## src/rtl/alu_arbiter_ctrl_pkg.sv

```systemverilog
// rtl/alu_arbiter_ctrl_pkg.sv - shared widths, opcodes and FSM states for the ALU arbiter controller
package alu_arbiter_ctrl_pkg;

    localparam int ALU_W = 32;
    localparam int OP_W  = 3;

    localparam logic [OP_W-1:0] OP_ADD = 3'b000;
    localparam logic [OP_W-1:0] OP_OR  = 3'b001;
    localparam logic [OP_W-1:0] OP_AND = 3'b010;
    localparam logic [OP_W-1:0] OP_SUB = 3'b011;
    localparam logic [OP_W-1:0] OP_SLT = 3'b100;

    typedef enum logic [1:0] {
        ST_IDLE = 2'd0,
        ST_WAIT = 2'd1,
        ST_CAPT = 2'd2,
        ST_RESP = 2'd3
    } state_t;

    // Opcodes 101..111 have no ALU function and are answered with an error.
    function automatic logic op_legal(input logic [OP_W-1:0] op);
        case (op)
            OP_ADD, OP_OR, OP_AND, OP_SUB, OP_SLT: return 1'b1;
            default:                               return 1'b0;
        endcase
    endfunction

endpackage

```

## src/rtl/alu_arbiter_ctrl_if.sv

```systemverilog
// rtl/alu_arbiter_ctrl_if.sv - requester and ALU side signal bundle of the shared ALU controller
interface alu_arbiter_ctrl_if #(parameter int NREQ = 4);
    import alu_arbiter_ctrl_pkg::*;

    logic [NREQ-1:0]       req_valid;
    logic [NREQ-1:0]       req_ready;
    logic [NREQ*ALU_W-1:0] req_x;
    logic [NREQ*ALU_W-1:0] req_y;
    logic [NREQ*OP_W-1:0]  req_op;

    logic [NREQ-1:0]       rsp_valid;
    logic [NREQ-1:0]       rsp_ready;
    logic [ALU_W-1:0]      rsp_f;
    logic                  rsp_ovf;
    logic                  rsp_cout;
    logic                  rsp_zero;
    logic                  rsp_err;

    logic [ALU_W-1:0]      alu_x;
    logic [ALU_W-1:0]      alu_y;
    logic [OP_W-1:0]       alu_opcode;
    logic [ALU_W-1:0]      alu_f;
    logic                  alu_overflow;
    logic                  alu_cout;
    logic                  alu_zero;

    modport master (
        output req_valid, req_x, req_y, req_op, rsp_ready,
        output alu_f, alu_overflow, alu_cout, alu_zero,
        input  req_ready, rsp_valid, rsp_f, rsp_ovf, rsp_cout, rsp_zero, rsp_err,
        input  alu_x, alu_y, alu_opcode
    );

    modport slave (
        input  req_valid, req_x, req_y, req_op, rsp_ready,
        input  alu_f, alu_overflow, alu_cout, alu_zero,
        output req_ready, rsp_valid, rsp_f, rsp_ovf, rsp_cout, rsp_zero, rsp_err,
        output alu_x, alu_y, alu_opcode
    );
endinterface

```

## src/rtl/alu_arbiter_ctrl_rr_arbiter.sv

```systemverilog
// rtl/alu_arbiter_ctrl_rr_arbiter.sv - combinational round-robin arbiter with one-hot grant
module rr_arbiter #(
    parameter  int NREQ = 4,
    localparam int PW   = $clog2(NREQ)
) (
    input  logic [NREQ-1:0] req,
    input  logic [PW-1:0]   ptr,
    output logic [NREQ-1:0] grant
);

    logic found;

    // Pick the requester closest to ptr going upward with wrap; distance k is scanned in order.
    always_comb begin
        grant = '0;
        found = 1'b0;
        for (int k = 0; k < NREQ; k++) begin
            for (int i = 0; i < NREQ; i++) begin
                if (!found && req[i] && (((i + NREQ - int'(ptr)) % NREQ) == k)) begin
                    grant[i] = 1'b1;
                    found    = 1'b1;
                end
            end
        end
    end

endmodule

```

## src/rtl/alu_arbiter_ctrl.sv

```systemverilog
// rtl/alu_arbiter_ctrl.sv - shares one multi-cycle ALU among NREQ requesters with round-robin grant
module alu_arbiter_ctrl
    import alu_arbiter_ctrl_pkg::*;
#(
    parameter int NREQ          = 4,
    parameter int SETTLE_CYCLES = 8
) (
    input  logic             clk,
    input  logic             rst_n,
    alu_arbiter_ctrl_if.slave bus,
    output logic             busy
);

    localparam int PW = $clog2(NREQ);
    localparam int CW = (SETTLE_CYCLES > 1) ? $clog2(SETTLE_CYCLES) : 1;

    state_t           state;
    logic [PW-1:0]    rr_ptr;
    logic [CW-1:0]    cnt;
    logic [NREQ-1:0]  owner;

    logic [ALU_W-1:0] alu_x_q;
    logic [ALU_W-1:0] alu_y_q;
    logic [OP_W-1:0]  alu_op_q;

    logic [NREQ-1:0]  rsp_valid_q;
    logic [ALU_W-1:0] rsp_f_q;
    logic             rsp_ovf_q;
    logic             rsp_cout_q;
    logic             rsp_zero_q;
    logic             rsp_err_q;

    logic [NREQ-1:0]  grant;
    logic [ALU_W-1:0] g_x;
    logic [ALU_W-1:0] g_y;
    logic [OP_W-1:0]  g_op;
    logic [PW-1:0]    next_ptr;

    rr_arbiter #(.NREQ(NREQ)) u_rr (
        .req   (bus.req_valid),
        .ptr   (rr_ptr),
        .grant (grant)
    );

    // Select the granted requester's operands and the pointer slot just after it.
    always_comb begin
        g_x      = '0;
        g_y      = '0;
        g_op     = '0;
        next_ptr = '0;
        for (int i = 0; i < NREQ; i++) begin
            if (grant[i]) begin
                g_x      = bus.req_x[i*ALU_W +: ALU_W];
                g_y      = bus.req_y[i*ALU_W +: ALU_W];
                g_op     = bus.req_op[i*OP_W +: OP_W];
                next_ptr = (i == NREQ - 1) ? '0 : PW'(i + 1);
            end
        end
    end

    // Controller FSM: accept, let the ALU settle, capture, then hold the response until taken.
    always_ff @(posedge clk or negedge rst_n) begin
        if (!rst_n) begin
            state       <= ST_IDLE;
            rr_ptr      <= '0;
            cnt         <= '0;
            owner       <= '0;
            alu_x_q     <= '0;
            alu_y_q     <= '0;
            alu_op_q    <= '0;
            rsp_valid_q <= '0;
            rsp_f_q     <= '0;
            rsp_ovf_q   <= 1'b0;
            rsp_cout_q  <= 1'b0;
            rsp_zero_q  <= 1'b0;
            rsp_err_q   <= 1'b0;
        end else begin
            case (state)
                ST_IDLE: begin
                    if (|grant) begin
                        rr_ptr <= next_ptr;
                        owner  <= grant;
                        if (op_legal(g_op)) begin
                            alu_x_q  <= g_x;
                            alu_y_q  <= g_y;
                            alu_op_q <= g_op;
                            cnt      <= CW'(SETTLE_CYCLES - 1);
                            state    <= (SETTLE_CYCLES == 1) ? ST_CAPT : ST_WAIT;
                        end else begin
                            // Illegal opcode never touches the ALU; the error reply is raised next edge.
                            rsp_f_q    <= '0;
                            rsp_ovf_q  <= 1'b0;
                            rsp_cout_q <= 1'b0;
                            rsp_zero_q <= 1'b0;
                            rsp_err_q  <= 1'b1;
                            state      <= ST_RESP;
                        end
                    end
                end
                ST_WAIT: begin
                    if (cnt == '0) begin
                        state <= ST_CAPT;
                    end else begin
                        cnt <= cnt - CW'(1);
                    end
                end
                ST_CAPT: begin
                    rsp_f_q     <= bus.alu_f;
                    rsp_ovf_q   <= bus.alu_overflow;
                    rsp_cout_q  <= bus.alu_cout;
                    rsp_zero_q  <= bus.alu_zero;
                    rsp_err_q   <= 1'b0;
                    rsp_valid_q <= owner;
                    state       <= ST_RESP;
                end
                ST_RESP: begin
                    // Entered without valid only on the illegal-op path; raise it here.
                    if (rsp_valid_q == '0) begin
                        rsp_valid_q <= owner;
                    end else if (|(bus.rsp_ready & owner)) begin
                        rsp_valid_q <= '0;
                        state       <= ST_IDLE;
                    end
                end
                default: state <= ST_IDLE;
            endcase
        end
    end

    assign bus.req_ready  = (state == ST_IDLE) ? grant : '0;
    assign bus.rsp_valid  = rsp_valid_q;
    assign bus.rsp_f      = rsp_f_q;
    assign bus.rsp_ovf    = rsp_ovf_q;
    assign bus.rsp_cout   = rsp_cout_q;
    assign bus.rsp_zero   = rsp_zero_q;
    assign bus.rsp_err    = rsp_err_q;
    assign bus.alu_x      = alu_x_q;
    assign bus.alu_y      = alu_y_q;
    assign bus.alu_opcode = alu_op_q;
    assign busy           = (state != ST_IDLE);

endmodule
```

## src/flat_wrapper.sv

```systemverilog
// flat-port wrapper written by rule: the top's interface ports become plain ports
module alu_arbiter_ctrl_flat import alu_arbiter_ctrl_pkg::*;
#(
    parameter int NREQ          = 4,
    parameter int SETTLE_CYCLES = 8
)
  (clk, rst_n, busy, bus_req_valid, bus_req_x, bus_req_y, bus_req_op, bus_rsp_ready, bus_alu_f, bus_alu_overflow, bus_alu_cout, bus_alu_zero, bus_req_ready, bus_rsp_valid, bus_rsp_f, bus_rsp_ovf, bus_rsp_cout, bus_rsp_zero, bus_rsp_err, bus_alu_x, bus_alu_y, bus_alu_opcode);
  alu_arbiter_ctrl_if #(.NREQ(NREQ)) bus_i ();
  input  logic clk;
  input  logic rst_n;
  output logic busy;
  input wire logic [$bits(bus_i.req_valid)-1:0] bus_req_valid;
  input wire logic [$bits(bus_i.req_x)-1:0] bus_req_x;
  input wire logic [$bits(bus_i.req_y)-1:0] bus_req_y;
  input wire logic [$bits(bus_i.req_op)-1:0] bus_req_op;
  input wire logic [$bits(bus_i.rsp_ready)-1:0] bus_rsp_ready;
  input wire logic [$bits(bus_i.alu_f)-1:0] bus_alu_f;
  input wire logic [$bits(bus_i.alu_overflow)-1:0] bus_alu_overflow;
  input wire logic [$bits(bus_i.alu_cout)-1:0] bus_alu_cout;
  input wire logic [$bits(bus_i.alu_zero)-1:0] bus_alu_zero;
  output wire logic [$bits(bus_i.req_ready)-1:0] bus_req_ready;
  output wire logic [$bits(bus_i.rsp_valid)-1:0] bus_rsp_valid;
  output wire logic [$bits(bus_i.rsp_f)-1:0] bus_rsp_f;
  output wire logic [$bits(bus_i.rsp_ovf)-1:0] bus_rsp_ovf;
  output wire logic [$bits(bus_i.rsp_cout)-1:0] bus_rsp_cout;
  output wire logic [$bits(bus_i.rsp_zero)-1:0] bus_rsp_zero;
  output wire logic [$bits(bus_i.rsp_err)-1:0] bus_rsp_err;
  output wire logic [$bits(bus_i.alu_x)-1:0] bus_alu_x;
  output wire logic [$bits(bus_i.alu_y)-1:0] bus_alu_y;
  output wire logic [$bits(bus_i.alu_opcode)-1:0] bus_alu_opcode;
  assign bus_i.req_valid = bus_req_valid;
  assign bus_i.req_x = bus_req_x;
  assign bus_i.req_y = bus_req_y;
  assign bus_i.req_op = bus_req_op;
  assign bus_i.rsp_ready = bus_rsp_ready;
  assign bus_i.alu_f = bus_alu_f;
  assign bus_i.alu_overflow = bus_alu_overflow;
  assign bus_i.alu_cout = bus_alu_cout;
  assign bus_i.alu_zero = bus_alu_zero;
  assign bus_req_ready = bus_i.req_ready;
  assign bus_rsp_valid = bus_i.rsp_valid;
  assign bus_rsp_f = bus_i.rsp_f;
  assign bus_rsp_ovf = bus_i.rsp_ovf;
  assign bus_rsp_cout = bus_i.rsp_cout;
  assign bus_rsp_zero = bus_i.rsp_zero;
  assign bus_rsp_err = bus_i.rsp_err;
  assign bus_alu_x = bus_i.alu_x;
  assign bus_alu_y = bus_i.alu_y;
  assign bus_alu_opcode = bus_i.alu_opcode;
  alu_arbiter_ctrl #(.NREQ(NREQ), .SETTLE_CYCLES(SETTLE_CYCLES)) u_core (.clk(clk), .rst_n(rst_n), .bus(bus_i), .busy(busy));
endmodule
```

## config.mk

```make
export PLATFORM = sky130hd
export DESIGN_NAME = alu_arbiter_ctrl_flat
export DESIGN_NICKNAME = d
export VERILOG_FILES = /design/src/rtl/alu_arbiter_ctrl_pkg.sv /design/src/rtl/alu_arbiter_ctrl_if.sv /design/src/rtl/alu_arbiter_ctrl_rr_arbiter.sv /design/src/rtl/alu_arbiter_ctrl.sv /design/src/flat_wrapper.sv
export SDC_FILE = /design/constraint.sdc
export NUM_CORES = 1
export LEC_CHECK = 0
export CAP_MARGIN = 25
export CELL_PAD_IN_SITES_DETAIL_PLACEMENT = 1
export CELL_PAD_IN_SITES_GLOBAL_PLACEMENT = 1
export CORE_MARGIN = 8
export CORE_UTILIZATION = 27
export DETAILED_ROUTE_END_ITERATION = 7
export GPL_TIMING_DRIVEN = 1
export MAX_ROUTING_LAYER = met4
export PLACE_DENSITY_LB_ADDON = 0.1
export SETUP_SLACK_MARGIN = 0.02
export SLEW_MARGIN = 10
export SYNTH_ARGS = -nofsm -noshare
export SYNTH_HDL_FRONTEND = slang
export SYNTH_SLANG_ARGS = --single-unit
```

## constraint.sdc

```tcl
create_clock -name clk -period 4.57 [get_ports clk]
set_clock_uncertainty 0.2 [all_clocks]
set_input_delay 1.371 -clock clk [delete_from_list [all_inputs] [get_ports clk]]
set_output_delay 1.371 -clock clk [all_outputs]
set_load 0.01 [all_outputs]
```

---- Yosys cells after proc, flatten, opt, wreduce, memory -nomap -nowiden ----
Cells that the tools add are included.
word-level totals
  bits in registers ....................... 118
  output and inout port bits .............. 112
cells by class
  add/sub/neg operators ................... 5
  equality and inequality tests ........... 27
  muxes and demuxes ....................... 74
  bitwise logic cells ..................... 5
  reduce and logical (&&, ||, !) cells .... 71
operator list
  cell                                                   number
  2-to-1 mux 32 bit                                      10
  zero test 32 bit                                       4
  one-hot mux 32 bit (2 select lines)                    1
  2-to-1 mux 1 bit                                       38
  logical AND 1 bit                                      31
  equality test 3 bit, second input constant             9
  2-to-1 mux 3 bit                                       7
  equality test 3 x 2 -> 1 bit, second input constant    6
  2-to-1 mux 2 bit                                       8
  subtractor 3 x 2 -> 4 bit, first input constant        4
  zero test 1 bit                                        15
  2-to-1 mux 4 bit                                       3
  inequality test 2 x 1 -> 1 bit, second input constant  4
  one-hot mux 1 bit (2 select lines)                     4
  one-hot mux 2 bit (4 select lines)                     1
  one-hot mux 4 bit (2 select lines)                     1
  AND reduction 4 bit                                    2
  nonzero test 2 bit                                     4
  OR reduction 2 bit                                     4
  OR reduction 4 bit                                     2
  zero test 3 bit                                        2
  inequality test 2 bit, second input constant           3
  one-hot mux 3 bit (2 select lines)                     1
  AND reduction 3 bit                                    2
  other kinds (11)                                       16

---- Depth between registers and ports, before layout ----
  depth after elaboration ................. 75
  mapped depth ............................ 11

---- Cells and area by module ----
Synthesis repeated with hierarchy kept, for this count alone.
second synthesis, totals
  cells, all modules ...................... 807
  area total of the unflattened synthesis .. 7190.6 um^2
modules (own cells, without submodules)
  module            times used  cells an instance  area each (um^2)
  alu_arbiter_ctrl  1           791                7080.5
  rr_arbiter        1           16                 110.1

---- Least setup slack after synthesis ----
OpenSTA, ideal clock, no wires.
  path kind ............................... input to output
  from .................................... in bus_req_valid[3]
  to ...................................... out bus_req_ready[1]
  arrival ................................. 2641 ps
  required time ........................... 2999 ps
  setup slack ............................. 358 ps
  stages on the path ...................... 6
  buffers on the path ..................... 3
  path through ............................ o21ai_0 -> o211a_1 -> clkbuf_1 -> clkbuf_1 -> clkbuf_1 -> and2_1
on the way
  longest elaborated chain between the ends .. 44
  elaborated cells on any way between the ends .. 46
RTL lines
  what                            line                               RTL
  from (decl)                     flat_wrapper.sv:12                 input wire logic [$bits(bus_i.req_valid)-1:0] bus_req_valid;
  logical AND 1 bit (2 in a row)  alu_arbiter_ctrl_rr_arbiter.sv:19  if (!found && req[i] && (((i + NREQ - int'(ptr)) % NREQ) == k)) begin
  2-to-1 mux 1 bit                alu_arbiter_ctrl_rr_arbiter.sv:19
  zero test 1 bit                 alu_arbiter_ctrl_rr_arbiter.sv:19
  logical AND 1 bit (2 in a row)  alu_arbiter_ctrl_rr_arbiter.sv:19
  2-to-1 mux 1 bit                alu_arbiter_ctrl_rr_arbiter.sv:19
  zero test 1 bit                 alu_arbiter_ctrl_rr_arbiter.sv:19
  logical AND 1 bit (2 in a row)  alu_arbiter_ctrl_rr_arbiter.sv:19
  2-to-1 mux 1 bit                alu_arbiter_ctrl_rr_arbiter.sv:19
  [23 not listed]                 --
  2-to-1 mux 1 bit                alu_arbiter_ctrl_rr_arbiter.sv:19
  zero test 1 bit                 alu_arbiter_ctrl_rr_arbiter.sv:19
  logical AND 1 bit (2 in a row)  alu_arbiter_ctrl_rr_arbiter.sv:19
  2-to-1 mux 1 bit                alu_arbiter_ctrl_rr_arbiter.sv:19
  zero test 1 bit                 alu_arbiter_ctrl_rr_arbiter.sv:19
  logical AND 1 bit (2 in a row)  alu_arbiter_ctrl_rr_arbiter.sv:19
  2-to-1 mux 1 bit *              alu_arbiter_ctrl_rr_arbiter.sv:19
  2-to-1 mux 4 bit *              alu_arbiter_ctrl.sv:130            assign bus.req_ready = (state == ST_IDLE) ? grant : '0;
  to (decl)                       flat_wrapper.sv:21                 output wire logic [$bits(bus_i.req_ready)-1:0] bus_req_ready;
Every way passes the cells marked *; elsewhere a longest branch is shown, timed or not.

---- Final worst setup path ----
  from .................................... in bus_req_valid[0]
  to ...................................... out bus_req_ready[2]
on the way
  longest elaborated chain between the ends .. 59
  elaborated cells on any way between the ends .. 62
RTL lines
  what                            line
  logical AND 1 bit               alu_arbiter_ctrl_rr_arbiter.sv:19
  2-to-1 mux 1 bit                alu_arbiter_ctrl_rr_arbiter.sv:19
  zero test 1 bit                 alu_arbiter_ctrl_rr_arbiter.sv:19
  logical AND 1 bit (2 in a row)  alu_arbiter_ctrl_rr_arbiter.sv:19
  2-to-1 mux 1 bit                alu_arbiter_ctrl_rr_arbiter.sv:19
  zero test 1 bit                 alu_arbiter_ctrl_rr_arbiter.sv:19
  logical AND 1 bit (2 in a row)  alu_arbiter_ctrl_rr_arbiter.sv:19
  2-to-1 mux 1 bit                alu_arbiter_ctrl_rr_arbiter.sv:19
  [39 not listed]                 --
  2-to-1 mux 1 bit                alu_arbiter_ctrl_rr_arbiter.sv:19
  zero test 1 bit                 alu_arbiter_ctrl_rr_arbiter.sv:19
  logical AND 1 bit (2 in a row)  alu_arbiter_ctrl_rr_arbiter.sv:19
  2-to-1 mux 1 bit                alu_arbiter_ctrl_rr_arbiter.sv:19
  zero test 1 bit                 alu_arbiter_ctrl_rr_arbiter.sv:19
  logical AND 1 bit (2 in a row)  alu_arbiter_ctrl_rr_arbiter.sv:19
  2-to-1 mux 1 bit *              alu_arbiter_ctrl_rr_arbiter.sv:19
  2-to-1 mux 4 bit *              alu_arbiter_ctrl.sv:130
Marked as above.

==> qor.txt <==
status - finished with violations
failing checks - DRC
largest cells by area after synthesis - dfrtp_1 43%, mux2_4 11%, a222oi_1 9.3%
Clock Tree Buf Depth - 2
DRC - 19
Max FO, Critical Path - 2
worst r2r path cells - 9
final setup violation count - 0
Least-Margin Pin Slew - 707 ps
RSZ-0062 raised after global routing - no
largest family of logic cells by synthesized area - compound AO/OA/AOI/OAI gates
CTS tree - done
fraction of the mapped netlist area in compound gates - 0.197
Min-Delay Endpoint - u_core.bus.alu_y[11]
multiplexer share of the synthesized area - 0.191
fmax - 224 MHz
commonest cells after routing, fill and taps aside - 419 x clkdlybuf4s50_1, 149 x nand2_1, 118 x dfrtp_1
number of max-cap violations - 0
Ports - 425
Layout Nets - 1401
Syn Nets - 983
root buffer cell - clkbuf_16
vias in the first global route - 8236
clock-pin slew on the worst setup and hold paths - 60 ps
Post-Layout Cell Count - 1428
postcts setup bufs - 0
drt wl/cell - 22.5 µm
Syn Inst Count - 664
antenna-violating nets left - 0
hold buffer count at CTS - 0
nature of the critical path endpoint - primary output
Leakage Power - 5.17 nW
type of the worst min-delay path - reg -> reg
Yosys top cell area share - 0.429
share of cells above drive strength 1 - 0.133
clk sinks - 118
Top FF cell, synth - dfrtp_1
Post-Synthesis Cell Area - 6890 µm²
Filler Cells Inserted - 2779
dpl cells - 1393
initial antenna violation count - 3
Remaining Overflow, GRT - 0
gr usage total - 0.211
Core ar. - 25100 µm²
DRT Wirelength - 32.1 mm
r2r setup slk - 1340 ps
min Tclk post-route - 4460 ps
Critical Path RT - 3000 ps
fin crit share - 0.977
relative slew slack - 0.529
clk_lat worst skew - 410 ps
crit path launch type - input pin
Slowest cell on crit path - clkdlybuf4s50_1
Seq/Total Area, Yosys - 0.429
Syn. warnings - 0
Peak VDD IR - 0.273 mV
FF-to-FF End - u_core.bus.alu_x[13]
FF+latch count, synth - 118
Die H - 176 µm
Detailed Routing Iterations Pass 1 - 8
vias post-DR - 7177
post-synthesis cell type count - 49
CP Cell Sequence - clkdlybuf4s50_1 > or2_1 > a211o_1 > and2_4 > nor2_2 > buf_4 > clkdlybuf4s15_2
number of synthesized flops with an enable pin - 0
Avg Inst Size Synth - 10.4 µm²
crit-path max cell delay - 410 ps
largest net degree at the start of global routing - 119
area leader, netlist - dfrtp_1
simple-gate area share of the yosys netlist - 0.124
PortBufs - 424
PwrDens - 628 nW/µm²
Synth-to-Final Area Change - 76.7%
width of the die - 176 µm
Hold Crit Depth - 1
setup_tns - 0 ps
CP Class - in -> out
initial DRC count - 606
TritonCTS Buffers - 17
Initial Utilization - 0.274
Slew Viols, Final - 0
Critical Path AT - 2890 ps
post-synthesis xor/xnor area fraction - 0.00127
Rows - 58
die area - 30900 µm²
H-Tree Depth - 4
Post-Synth Adder-Cell Area - 0.0109
most common cell after layout, fill and taps aside - clkdlybuf4s50_1
first-pass GRT wire length - 49.1 mm
DP Wirelength - 24.8 mm
PnR Total Power - 7.64 mW
hold_sp - u_core.bus.alu_y[11]
vias per inst - 5.03
routability cong. - 0.798
worst r2r src - u_core.rr_ptr[0]
Async S/R FF share, synth - 1.00
Hold Vio Cnt, Final - 0
how the worst max path moves through the flow:
stage / start / end / slack, ps
6_report: bus_req_valid[0] / bus_req_ready[2] / 110
5_1_grt: bus_req_valid[0] / bus_req_ready[2] / 20
4_1_cts: bus_req_valid[3] / bus_req_ready[2] / 60
3_5_place_dp: bus_req_valid[3] / bus_req_ready[2] / -290
3_3_place_gp: bus_req_valid[3] / bus_req_ready[2] / -250
2_1_floorplan: bus_req_valid[3] / bus_req_ready[1] / 360
flip-flops by register name, indices dropped and copies added, names as in the netlist, 2 cells and up:
signal                 count
u_core.bus.alu_x          32
u_core.bus.alu_y          32
u_core.owner               4
u_core.state               2
u_core.bus.alu_opcode      3
u_core.cnt                 3
u_core.bus.rsp_valid       4
u_core.rr_ptr              2
u_core.bus.rsp_f          32
what timing repair did:
| item | CTS | global route |
|---|---|---|
| pin swaps | 0 | 1 |
| resized for setup | 7 | 2 |
| cloned | 0 | 0 |
| setup endpoints to repair | 4 | 2 |
cells by family (layout without fill, tap and decap cells):
family          Yosys count  in the layout
simple gates            216            216
compound gates          149            149
flops                   118            118
mux                     104            104
buf+inv                  70            501
fa+ha+maj                 6              6
xor+xnor                  1              1
other cells               0              3
synth_stat cells (3+ instances only):
| cell | number |
|---|---|
| nand2_1 | 150 |
| dfrtp_1 | 118 |
| a222oi_1 | 64 |
| mux2_4 | 50 |
| nor2_1 | 47 |
| mux2i_1 | 37 |
| a221o_1 | 36 |
| clkbuf_1 | 34 |
| mux2_2 | 17 |
| o21ai_0 | 14 |
| inv_1 | 12 |
| buf_2 | 8 |
| a21oi_1 | 7 |
| buf_1 | 6 |
| buf_6 | 6 |
| ha_1 | 6 |
| and2_1 | 5 |
| a21o_1 | 4 |
| nand3_1 | 4 |
| buf_4 | 3 |
| nor2b_1 | 3 |
metrics by stage:
step,hold slack [ps],setup WS [ps],area [µm²],util
floorplan,272,358,6890,-
global placement,289,-251,11600,0.461
detailed placement,292,-287,11600,0.461
CTS,309,55.2,12200,0.484
global route,321,23.3,12200,0.485
finish,307,107,12200,0.485
worst max-delay path: cells and delay by family:
family / cells / cell delay (ps)
AND/OR/NAND/NOR: 3 / 480
buffers and inverters: 3 / 750
AO/OA/AOI/OAI: 1 / 280
routing by layer:
metal  vias to the layer above  wire, µm  share of wire  track usage
met4                         0       752          0.023       0.0752
li1                       3341         -              -            -
met5                         -         0              0            -
met1                      3534     12800           0.40        0.232
met3                        36      2480          0.077       0.0724
met2                       266     16100           0.50        0.352
area by class of cell:
type	instances	area, µm²	share of cell area
multi-input combinational	476	3640	0.299
inverter	13	48.8	0.00401
timing repair buffer	456	4530	0.372
clock inverter	15	155	0.0127
sequential	118	2950	0.243
antenna	3	7.51	0.000617
tap	330	413	0.0339
clock buffer	17	425	0.0350
report_power, final:
group | total, mW | internal (mW) | switching (mW)
clock network | 1.33 | 0.804 | 0.524
logic | 4.40 | 2.41 | 1.99
registers | 1.91 | 1.56 | 0.354
(Power assumes the default switching activity.)
